==> src/rtl/button_conditioner.sv <==
// Push-button front end: per-channel two-flop synchroniser, debounce counter,
// and registered press / release / long-press pulses. Channels are independent.
module button_conditioner #(
  parameter int NUM_BUTTONS       = 2,
  parameter int DEBOUNCE_CYCLES   = 500000,
  parameter int LONG_PRESS_CYCLES = 50000000
) (
  input  logic                   clock,
  input  logic                   reset_n,
  input  logic [NUM_BUTTONS-1:0] buttons_raw,
  output logic [NUM_BUTTONS-1:0] buttons_level,
  output logic [NUM_BUTTONS-1:0] press_pulse,
  output logic [NUM_BUTTONS-1:0] release_pulse,
  output logic [NUM_BUTTONS-1:0] long_pulse
);

  localparam int DB_W   = $clog2(DEBOUNCE_CYCLES);
  localparam int HOLD_W = $clog2(LONG_PRESS_CYCLES + 1);

  localparam logic [DB_W-1:0]   DB_LAST   = DB_W'(DEBOUNCE_CYCLES - 1);
  localparam logic [HOLD_W-1:0] HOLD_MAX  = HOLD_W'(LONG_PRESS_CYCLES);
  // The hold counter reaches LONG_PRESS_CYCLES on the same edge the pulse is
  // registered, so the pulse is armed one count earlier.
  localparam logic [HOLD_W-1:0] HOLD_FIRE = HOLD_W'(LONG_PRESS_CYCLES - 1);

  logic [NUM_BUTTONS-1:0] sync1_q, sync2_q;
  logic [NUM_BUTTONS-1:0] level_q, level_d;
  logic [NUM_BUTTONS-1:0] press_q, press_d;
  logic [NUM_BUTTONS-1:0] release_q, release_d;
  logic [NUM_BUTTONS-1:0] long_q, long_d;
  logic [DB_W-1:0]        db_cnt_q   [NUM_BUTTONS];
  logic [DB_W-1:0]        db_cnt_d   [NUM_BUTTONS];
  logic [HOLD_W-1:0]      hold_cnt_q [NUM_BUTTONS];
  logic [HOLD_W-1:0]      hold_cnt_d [NUM_BUTTONS];

  // Two-flop synchroniser bringing the raw pads into the clock domain.
  always_ff @(posedge clock or negedge reset_n) begin
    if (!reset_n) begin
      sync1_q <= '0;
      sync2_q <= '0;
    end else begin
      sync1_q <= buttons_raw;
      sync2_q <= sync1_q;
    end
  end

  // Next-state for debounce, edge pulses and hold timing, per channel.
  always_comb begin
    level_d   = level_q;
    press_d   = '0;
    release_d = '0;
    long_d    = '0;
    for (int i = 0; i < NUM_BUTTONS; i++) begin
      db_cnt_d[i]   = db_cnt_q[i];
      hold_cnt_d[i] = hold_cnt_q[i];

      // Any sample agreeing with the current level restarts the qualification.
      if (sync2_q[i] == level_q[i]) begin
        db_cnt_d[i] = '0;
      end else if (db_cnt_q[i] == DB_LAST) begin
        db_cnt_d[i]  = '0;
        level_d[i]   = sync2_q[i];
        press_d[i]   = sync2_q[i];
        release_d[i] = ~sync2_q[i];
      end else begin
        db_cnt_d[i] = db_cnt_q[i] + DB_W'(1);
      end

      // Saturating at the limit keeps long_pulse from repeating while held.
      if (!level_q[i]) begin
        hold_cnt_d[i] = '0;
      end else if (hold_cnt_q[i] != HOLD_MAX) begin
        hold_cnt_d[i] = hold_cnt_q[i] + HOLD_W'(1);
      end

      long_d[i] = level_q[i] && (hold_cnt_q[i] == HOLD_FIRE);
    end
  end

  // Debounced level, counters and registered pulse outputs.
  always_ff @(posedge clock or negedge reset_n) begin
    if (!reset_n) begin
      level_q   <= '0;
      press_q   <= '0;
      release_q <= '0;
      long_q    <= '0;
      for (int i = 0; i < NUM_BUTTONS; i++) begin
        db_cnt_q[i]   <= '0;
        hold_cnt_q[i] <= '0;
      end
    end else begin
      level_q   <= level_d;
      press_q   <= press_d;
      release_q <= release_d;
      long_q    <= long_d;
      for (int i = 0; i < NUM_BUTTONS; i++) begin
        db_cnt_q[i]   <= db_cnt_d[i];
        hold_cnt_q[i] <= hold_cnt_d[i];
      end
    end
  end

  assign buttons_level = level_q;
  assign press_pulse   = press_q;
  assign release_pulse = release_q;
  assign long_pulse    = long_q;

endmodule

==> config.mk <==
export PLATFORM = sky130hd
export DESIGN_NAME = button_conditioner
export DESIGN_NICKNAME = d
export VERILOG_FILES = /design/src/rtl/button_conditioner.sv
export SDC_FILE = /design/constraint.sdc
export NUM_CORES = 1
export LEC_CHECK = 0
export ABC_AREA = 1
export CORE_AREA = 8 8 123 125
export CTS_CLUSTER_DIAMETER = 40
export CTS_CLUSTER_SIZE = 12
export DETAILED_ROUTE_END_ITERATION = 16
export DIE_AREA = 0 0 131 133
export PLACE_DENSITY = 0.63
export SYNTH_ARGS = -nofsm -noshare
export SYNTH_HDL_FRONTEND = slang
export SYNTH_SLANG_ARGS = --single-unit
==> constraint.sdc <==
create_clock -name clock -period 1.34 [get_ports clock]
set_input_delay 0.201 -clock clock [delete_from_list [all_inputs] [get_ports clock]]
set_output_delay 0.201 -clock clock [all_outputs]
set_load 0.05 [all_outputs]
Word level (Yosys, flattened, before mapping):

Index checks and enable logic that the tools add are counted.

* register bits: 102
* output and inout port bits: 8
* input bits: 4

* bitwise logic cells: 4
* $add $sub $neg: 4
* multiplexer cells: 16
* equal/unequal tests: 10
* reduce and logical (&&, ||, !) cells: 4

Operators with widths (count)
* 26-bit 2-to-1 mux: 4
* 19-bit 2-to-1 mux: 4
* 26-bit by 1-bit adder with 26-bit output, second input constant: 2
* 26-bit equality test, second input constant: 2
* 26-bit != test, second input constant: 2
* 19-bit by 1-bit adder with 19-bit output, second input constant: 2
* 19-bit equality test, second input constant: 2
* 1-bit 2-to-1 mux: 8
* 2-bit by 1-bit != test with 1-bit output, second input constant: 2
* 1-bit inverter: 4
* 2-bit AND reduction: 2
* 1-bit equality test: 2
* 1-bit logical AND: 2

Logic depth before layout (Yosys ltp):

Gate-level depths: netlist of the first run.

* word-level depth: 3
* gate-level depth with buffers: 10

Worst setup path after synthesis of the first run:

Ideal clock, no wire load.

* kind: register to register
* from: reg level_q[1] (netlist: buttons_level[1])
* to: reg db_cnt_q[10] in the netlist's numbering
* buffers on the path: 1
* cell stages (with the launch flop): 6
* clock period less this slack: 1472 ps
* path slack: -132 ps
* library setup time: 88 ps
* arrival time: 1384 ps
* cell sequence: dfrtp_1 > inv_2 > nor2_1 > nor2_1 > buf_2 > nor3b_1

RTL lines
* start: declaration: RTL line 27 `logic [NUM_BUTTONS-1:0] level_q, level_d;`
* start signal: assignment: RTL line 92 `level_q <= level_d;`
* end signal: indexed assignment: RTL line 97 `db_cnt_q[i] <= db_cnt_d[i];`
* end: declaration: RTL line 31 `logic [DB_W-1:0] db_cnt_q [NUM_BUTTONS];`

==> results of run 1 <==
[metrics by stage]
stage	cell area (µm²)	total power, µW	instances	hold slack [ns]
6_report	7910	6000	1094	0.289
4_1_cts	7250	6060	1074	0.285
5_1_grt	7910	6210	1094	0.294
3_3_place_gp	6720	3350	1050	0.135
3_5_place_dp	6720	3360	1050	0.135
2_1_floorplan	5850	3220	808	-0.0946
[path summary, 6_finish.rpt]
path / slack (ns) / endpoint / start / cells past startpoint
worst max-delay path: -0.09 / db_cnt_q[18] / db_cnt_q[0] / 8
worst min-delay path: 0.29 / hold_cnt_q[3] / reset_n / 2
worst max register to register: -0.09 / db_cnt_q[18] / db_cnt_q[0] / 8
worst min register to register: 0.35 / sync2_q[1] / sync1_q[1] / 0
max in group asynchronous: 0.47 / buttons_level[0] / reset_n / 3
min in group clock: 0.30 / sync1_q[1] / buttons_raw[1] / 1
[power by group through the flow]
| stage | logic (µW) | clock network, µW | registers [µW] |
|---|---|---|---|
| after floorplan | 54.0 | 0 | 3170 |
| after global placement | 182 | 0 | 3170 |
| after detailed placement | 186 | 0 | 3170 |
| after CTS | 197 | 2740 | 3120 |
| after global routing | 247 | 2840 | 3120 |
| final | 218 | 2660 | 3120 |
[cells by family (layout without fill, tap and decap cells)]
| family | count (synthesis) | after routing | share of synthesized area |
|---|---|---|---|
| fa+ha+maj | 6 | 6 | 0.0129 |
| simple gates | 534 | 534 | 0.406 |
| compound gates | 52 | 52 | 0.0465 |
| buf+inv | 89 | 199 | 0.0583 |
| xor+xnor | 25 | 25 | 0.0377 |
| flops | 102 | 102 | 0.439 |
[layer usage]
metal  wire [µm]  up-vias  global-route usage
li1            -     2731                   -
met1        6530     2597               0.214
met2        7190       82               0.274
met3         462       18              0.0350
met4         220        0              0.0574
met5           0        -                   0
[registers in the layout, summed over array words and instances, names as in the netlist]
signal         flops
sync2_q            2
buttons_level      2
release_pulse      2
db_cnt_q          38
sync1_q            2
hold_cnt_q        52
press_pulse        2
long_pulse         2
[cell type report]
type                            instances  area share
Clock buffer                           10      0.0302
Clock inverter                          6     0.00776
Inverter                               82      0.0399
Multi-Input combinational cell        617       0.447
Sequential cell                       102       0.326
Tap cell                              176      0.0279
Timing Repair Buffer                  101       0.121
[synth_stat cells (all sizes together)]
cell type    n  area [µm²]
nor4b        1        8.76
clkbuf       3        11.3
and3         1        6.26
clkinv       1        3.75
nand2      222         871
a211oi       1        7.51
dfrtp      102        2550
inv         81         304
nor2       216         941
nor3b        4        30.0
nand3       60         328
o21bai       1        7.51
xor2        14         123
nand4        7        43.8
and2         3        18.8
xnor2       11        96.3
or2          1        6.26
buf          4        20.0
a21oi       30         154
o21ai       19        95.1
ha           6        75.1
nor4         1        6.26
nor3        18         100
a31oi        1        6.26
[repair_timing]
item                                    4_1_cts  5_1_grt
hold buffers                                  1        0
setup buffers                                 7       20
pin swaps                                    22       46
resized for setup                            49      152
endpoints found under the setup margin       55       87
hold endpoints to repair                     20        0
==> qor.yml, run 1 <==
place:
  io_buffers: 11
  dp_worst_setup_slack_ns: -0.128
  globalplace.congestion: 0.918
  dpl.hpwl_mm: 10.0
clock_tree:
  clk_latency_ns: 0.35
  numClockSinks: 102
  cts.clk_slew.worst_paths_ns: 0.07
  cts.htree.levels: 3
  cts_made_buffers: 9
  cts_tree: "yes"
  root_buffer: "clkbuf_16"
  ctsLongestPathBuffers: 2
timing:
  setup_viol: 31
  post-route-period-util: 1.06
  slew_violations: 0
  tightest_slew_ns: 0.417
  rsz0062_at_grt: "yes"
  post-route-min-period_ns: 1.43
  hold_violations: 0
  fin_skew_ns: 0.00605
  max_freq_ghz: 0.701
  tns_ns: -1.06
  maxSlewHeadroom: 0.720
  finalWorstSetupSlack_ns: -0.0864
critical_path:
  crit_family: "simple AND/OR/NAND/NOR gates"
  path_cells: "ha_4 -> nand2_4 -> nor2_4 -> nand2_4 -> nor2_4 -> nand3_2 -> nor2_2 -> nor2_1"
  cp_slowest_cell: "dfrtp_1"
  cp_max_fo: 4
  critPathLaunchType: "flip-flop"
  end_kind: "flip-flop"
  arrival_ns: 1.66
  max_stage_delay_ns: 0.41
  required_ns: 1.58
  path_class: "reg2reg"
  path_buf_inv: 0
finish:
  fin_nets: 923
  area_growth_pct: 35.9
  utilization: 0.604
  drive_gt1_frac: 0.338
  fillers: 1086
  multiInputGateArea_mm2: 0.00353
  final_common_cell: "nand2_1"
  mostFrequentLayoutCells: "nand2_1 (182), nor2_1 (141), dfrtp_1 (81)"
  regArea_mm2: 0.00258
  insertedDiodeCount: 0
global_routing:
  antenna_found_initial: 0
  grt_max_degree: 50
  grt-ovfl-total: 0
  grt_pass1_wl_mm: 23.8
  grt_pass1_vias: 5191
  gr-usage-all-layers: 0.168
power:
  cellLeakagePower_uw: 0.00323
  p_int_uw: 4680
  pwr-share-seq: 0.520
  p_per_area_mw_per_mm2: 759
  swShare: 0.221
  clkPwrFrac: 0.443
  max-vdd-ir-drop_v: 0.000677
  p_sw_uw: 1320
  combPwrFrac: 0.036
synth:
  synth_cell_types: 35
  syn_avg_cell_area_um2: 7.20
  syn_inst: 808
  synth_seq_cells: 102
  seq_area_frac_synth: 0.439
  synth_nets: 818
  yosys_warnings: 0
  syn_area_mm2: 0.00582
die:
  die_h_um: 133
  rows: 42
  core-area_mm2: 0.0131
  ioPinCount: 12
  initial_core_util: 0.444
  die_w_um: 131
  fp.dieArea_mm2: 0.0174
drt:
  wire_per_inst_um: 13.2
  antenna_left: 0
  vias_per_cell: 4.96
  drt_wl_total_mm: 14.4
  drc: 0
  drt_first_iter_violations: 350
  first_pass_iters: 5
  routed-via-count: 5428
worst_hold_path:
  min_path_type: "in2async"
run:
  maxCapViolCount: 0
outcome:
  status: "complete, but fails checks"
  violations: "negative setup slack"
No activity file was read; power rests on OpenSTA's default activity.
==> run 2, diff against run 1 <==
--- a/config.mk
+++ b/config.mk
@@ -13,3 +13,3 @@
 export DIE_AREA = 0 0 131 133
-export PLACE_DENSITY = 0.63
+export PLACE_DENSITY = 0.61
 export SYNTH_ARGS = -nofsm -noshare
==> constraint.sdc (replaced) <==
create_clock -name clock -period 1.39 [get_ports clock]
set_input_delay 0.278 -clock clock [delete_from_list [all_inputs] [get_ports clock]]
set_output_delay 0.278 -clock clock [all_outputs]
set_load 0.05 [all_outputs]
==> qor.yml, run 2 (same netlist as run 1, synthesis figures left out) <==
outcome:
  status: "complete, but fails checks"
  violations: "negative setup slack"
global_routing:
  grt_pass1_vias: 5167  # -0.46%
  antenna_found_initial: 0  # unchanged
  gr-usage-all-layers: 0.165  # -0.00258
  grt_max_degree: 46  # -8.0%
  grt_pass1_wl_mm: 23.3  # -2.1%
  grt-ovfl-total: 0  # unchanged
power:
  clkPwrFrac: 0.446  # +0.003
  p_int_uw: 4450  # -4.8%
  cellLeakagePower_uw: 0.00298  # -7.8%
  max-vdd-ir-drop_v: 0.000692  # +2.3%
  p_per_area_mw_per_mm2: 770  # +1.4%
  combPwrFrac: 0.032  # -0.004
  pwr-share-seq: 0.522  # +0.002
  p_sw_uw: 1300  # -1.8%
  swShare: 0.226  # +0.00528
timing:
  post-route-min-period_ns: 1.41  # -0.0119 ns
  max_freq_ghz: 0.707  # +0.84%
  fin_skew_ns: 0.00720  # +0.00116 ns
  setup_viol: 2  # -94%
  hold_violations: 0  # unchanged
  slew_violations: 0  # unchanged
  finalWorstSetupSlack_ns: -0.0245  # +0.0619 ns
  rsz0062_at_grt: "yes"
  tightest_slew_ns: 0.366  # -0.0508 ns
  post-route-period-util: 1.02  # -0.0468
  maxSlewHeadroom: 0.754  # +0.0342
place:
  dp_worst_setup_slack_ns: -0.0474  # +0.0803 ns
  io_buffers: 11  # unchanged
  globalplace.congestion: 0.924  # +0.59%
  dpl.hpwl_mm: 10.3  # +2.4%
critical_path:
  critPathLaunchType: "flip-flop"
  end_kind: "flip-flop"
  arrival_ns: 1.70  # +0.04 ns
  required_ns: 1.68  # +0.10 ns
  cp_max_fo: 4  # unchanged
  path_class: "reg2reg"
finish:
  final_common_cell: "nand2_1"
  drive_gt1_frac: 0.272  # -0.0657
  mostFrequentLayoutCells: "nand2_1 (197), nor2_1 (161), dfrtp_1 (76)"
  utilization: 0.571  # -0.0331
  area_growth_pct: 28.5
  top_register: "hold_cnt_q"
  regArea_mm2: 0.00258  # +0.24%
  largest_reg_flops: 52  # unchanged
  fin_nets: 902  # -2.3%
  multiInputGateArea_mm2: 0.00328  # -7.3%
  fillers: 1173  # +8.0%
  reg_top3: "hold_cnt_q: 52 flops, db_cnt_q: 38 flops"
  insertedDiodeCount: 0  # unchanged
run:
  maxCapViolCount: 0  # unchanged
drt:
  drc: 0  # unchanged
  vias_per_cell: 5.04  # +1.6%
  drt_wl_total_mm: 14.5  # +0.89%
  antenna_left: 0  # unchanged
  wire_per_inst_um: 13.5  # +2.9%
  drt_first_iter_violations: 380  # +8.6%
  routed-via-count: 5407  # -0.39%
  first_pass_iters: 5  # unchanged
die:
  die_w_um: 131  # unchanged
  ioPinCount: 12  # unchanged
  rows: 42  # unchanged
  die_h_um: 133  # unchanged
  core-area_mm2: 0.0131  # unchanged
  initial_core_util: 0.444  # unchanged
  fp.dieArea_mm2: 0.0174  # unchanged
clock_tree:
  cts_made_buffers: 9  # unchanged
  ctsLongestPathBuffers: 2  # unchanged
  cts.htree.levels: 3  # unchanged
  cts_tree: "yes"
  clk_latency_ns: 0.35  # about the same
  cts.clk_slew.worst_paths_ns: 0.07  # about the same
  numClockSinks: 102  # unchanged
  root_buffer: "clkbuf_16"
worst_hold_path:
  min_path_type: "in2async"
run 2: cell count changes in the layout (fill, tap and decap cells not counted), sizes merged:
cell and change:
buf -21, clkinvlp +2, clkbuf -1, inv -1
run 2: stage by stage:
stage	hold WS (ns)	power, µW	setup TNS [ns]	cells	instance area, µm²
after floorplan	-0.0176	3110	0	808	5820
after global placement	0.131	3220	-0.0264	1026	6530
after detailed placement	0.132	3230	-0.304	1026	6530
after CTS	0.295	5810	0	1047	6930
after global routing	0.302	5970	-2.08	1073	7470
final	0.306	5750	-0.0288	1073	7470
run 2: per-layer routing:
layer,part of all wire,wire (µm),GRT usage,up-vias
met5,0,0,0,-
met4,0.015,220,0.0536,0
met3,0.046,671,0.0442,24
met2,0.49,7170,0.266,131
met1,0.45,6470,0.209,2558
li1,-,-,-,2694
run 2: power groups by stage:
stage | Combinational [µW] | Clock, µW | Sequential (µW)
after detailed placement | 170 | 0 | 3060
after global placement | 167 | 0 | 3060
after floorplan | 49.8 | 0 | 3060
final | 186 | 2560 | 3000
after CTS | 182 | 2620 | 3000
after global routing | 214 | 2750 | 3010
run 2: critical path: stages (launching register included):
cell and delay, ns:
dfrtp_2 0.45, inv_2 0.09, ha_4 0.12, nand2_1 0.04, inv_1 0.05, nand2_1 0.06, nor2_2 0.15, nand2_2 0.09
nor2_4 0.15, nand3_1 0.08, nand2_1 0.08
run 2: final cells by class:
class / count / area share
multi-input cells: 617 / 0.439
flip-flops and latches: 102 / 0.346
repair buffers: 80 / 0.104
clock buffers: 9 / 0.0301
well taps: 176 / 0.0295
clock inverters: 7 / 0.0100
inverters: 82 / 0.0412
run 2: path summary, 6_finish.rpt:
kind / startpoint / endpoint / slack [ns] / depth (start not counted)
worst min register to register: sync1_q[1] / sync2_q[1] / 0.36 / 0
max in group asynchronous: reset_n / db_cnt_q[27] / 0.59 / 3
min in group clock: sync1_q[1] / sync2_q[1] / 0.36 / 0
worst max-delay path: hold_cnt_q[0] / hold_cnt_q[0] / -0.02 / 10
worst max register to register: hold_cnt_q[0] / hold_cnt_q[0] / -0.02 / 10
worst min-delay path: reset_n / hold_cnt_q[33] / 0.31 / 2
run 2: what timing repair did:
action	in CTS	in global routing
resized for setup	20	108
hold endpoints to repair	30	0
buffers inserted	4	26
pin swaps	8	40
endpoints found under the setup margin	24	75
hold buffers	1	0
gates cloned	0	0
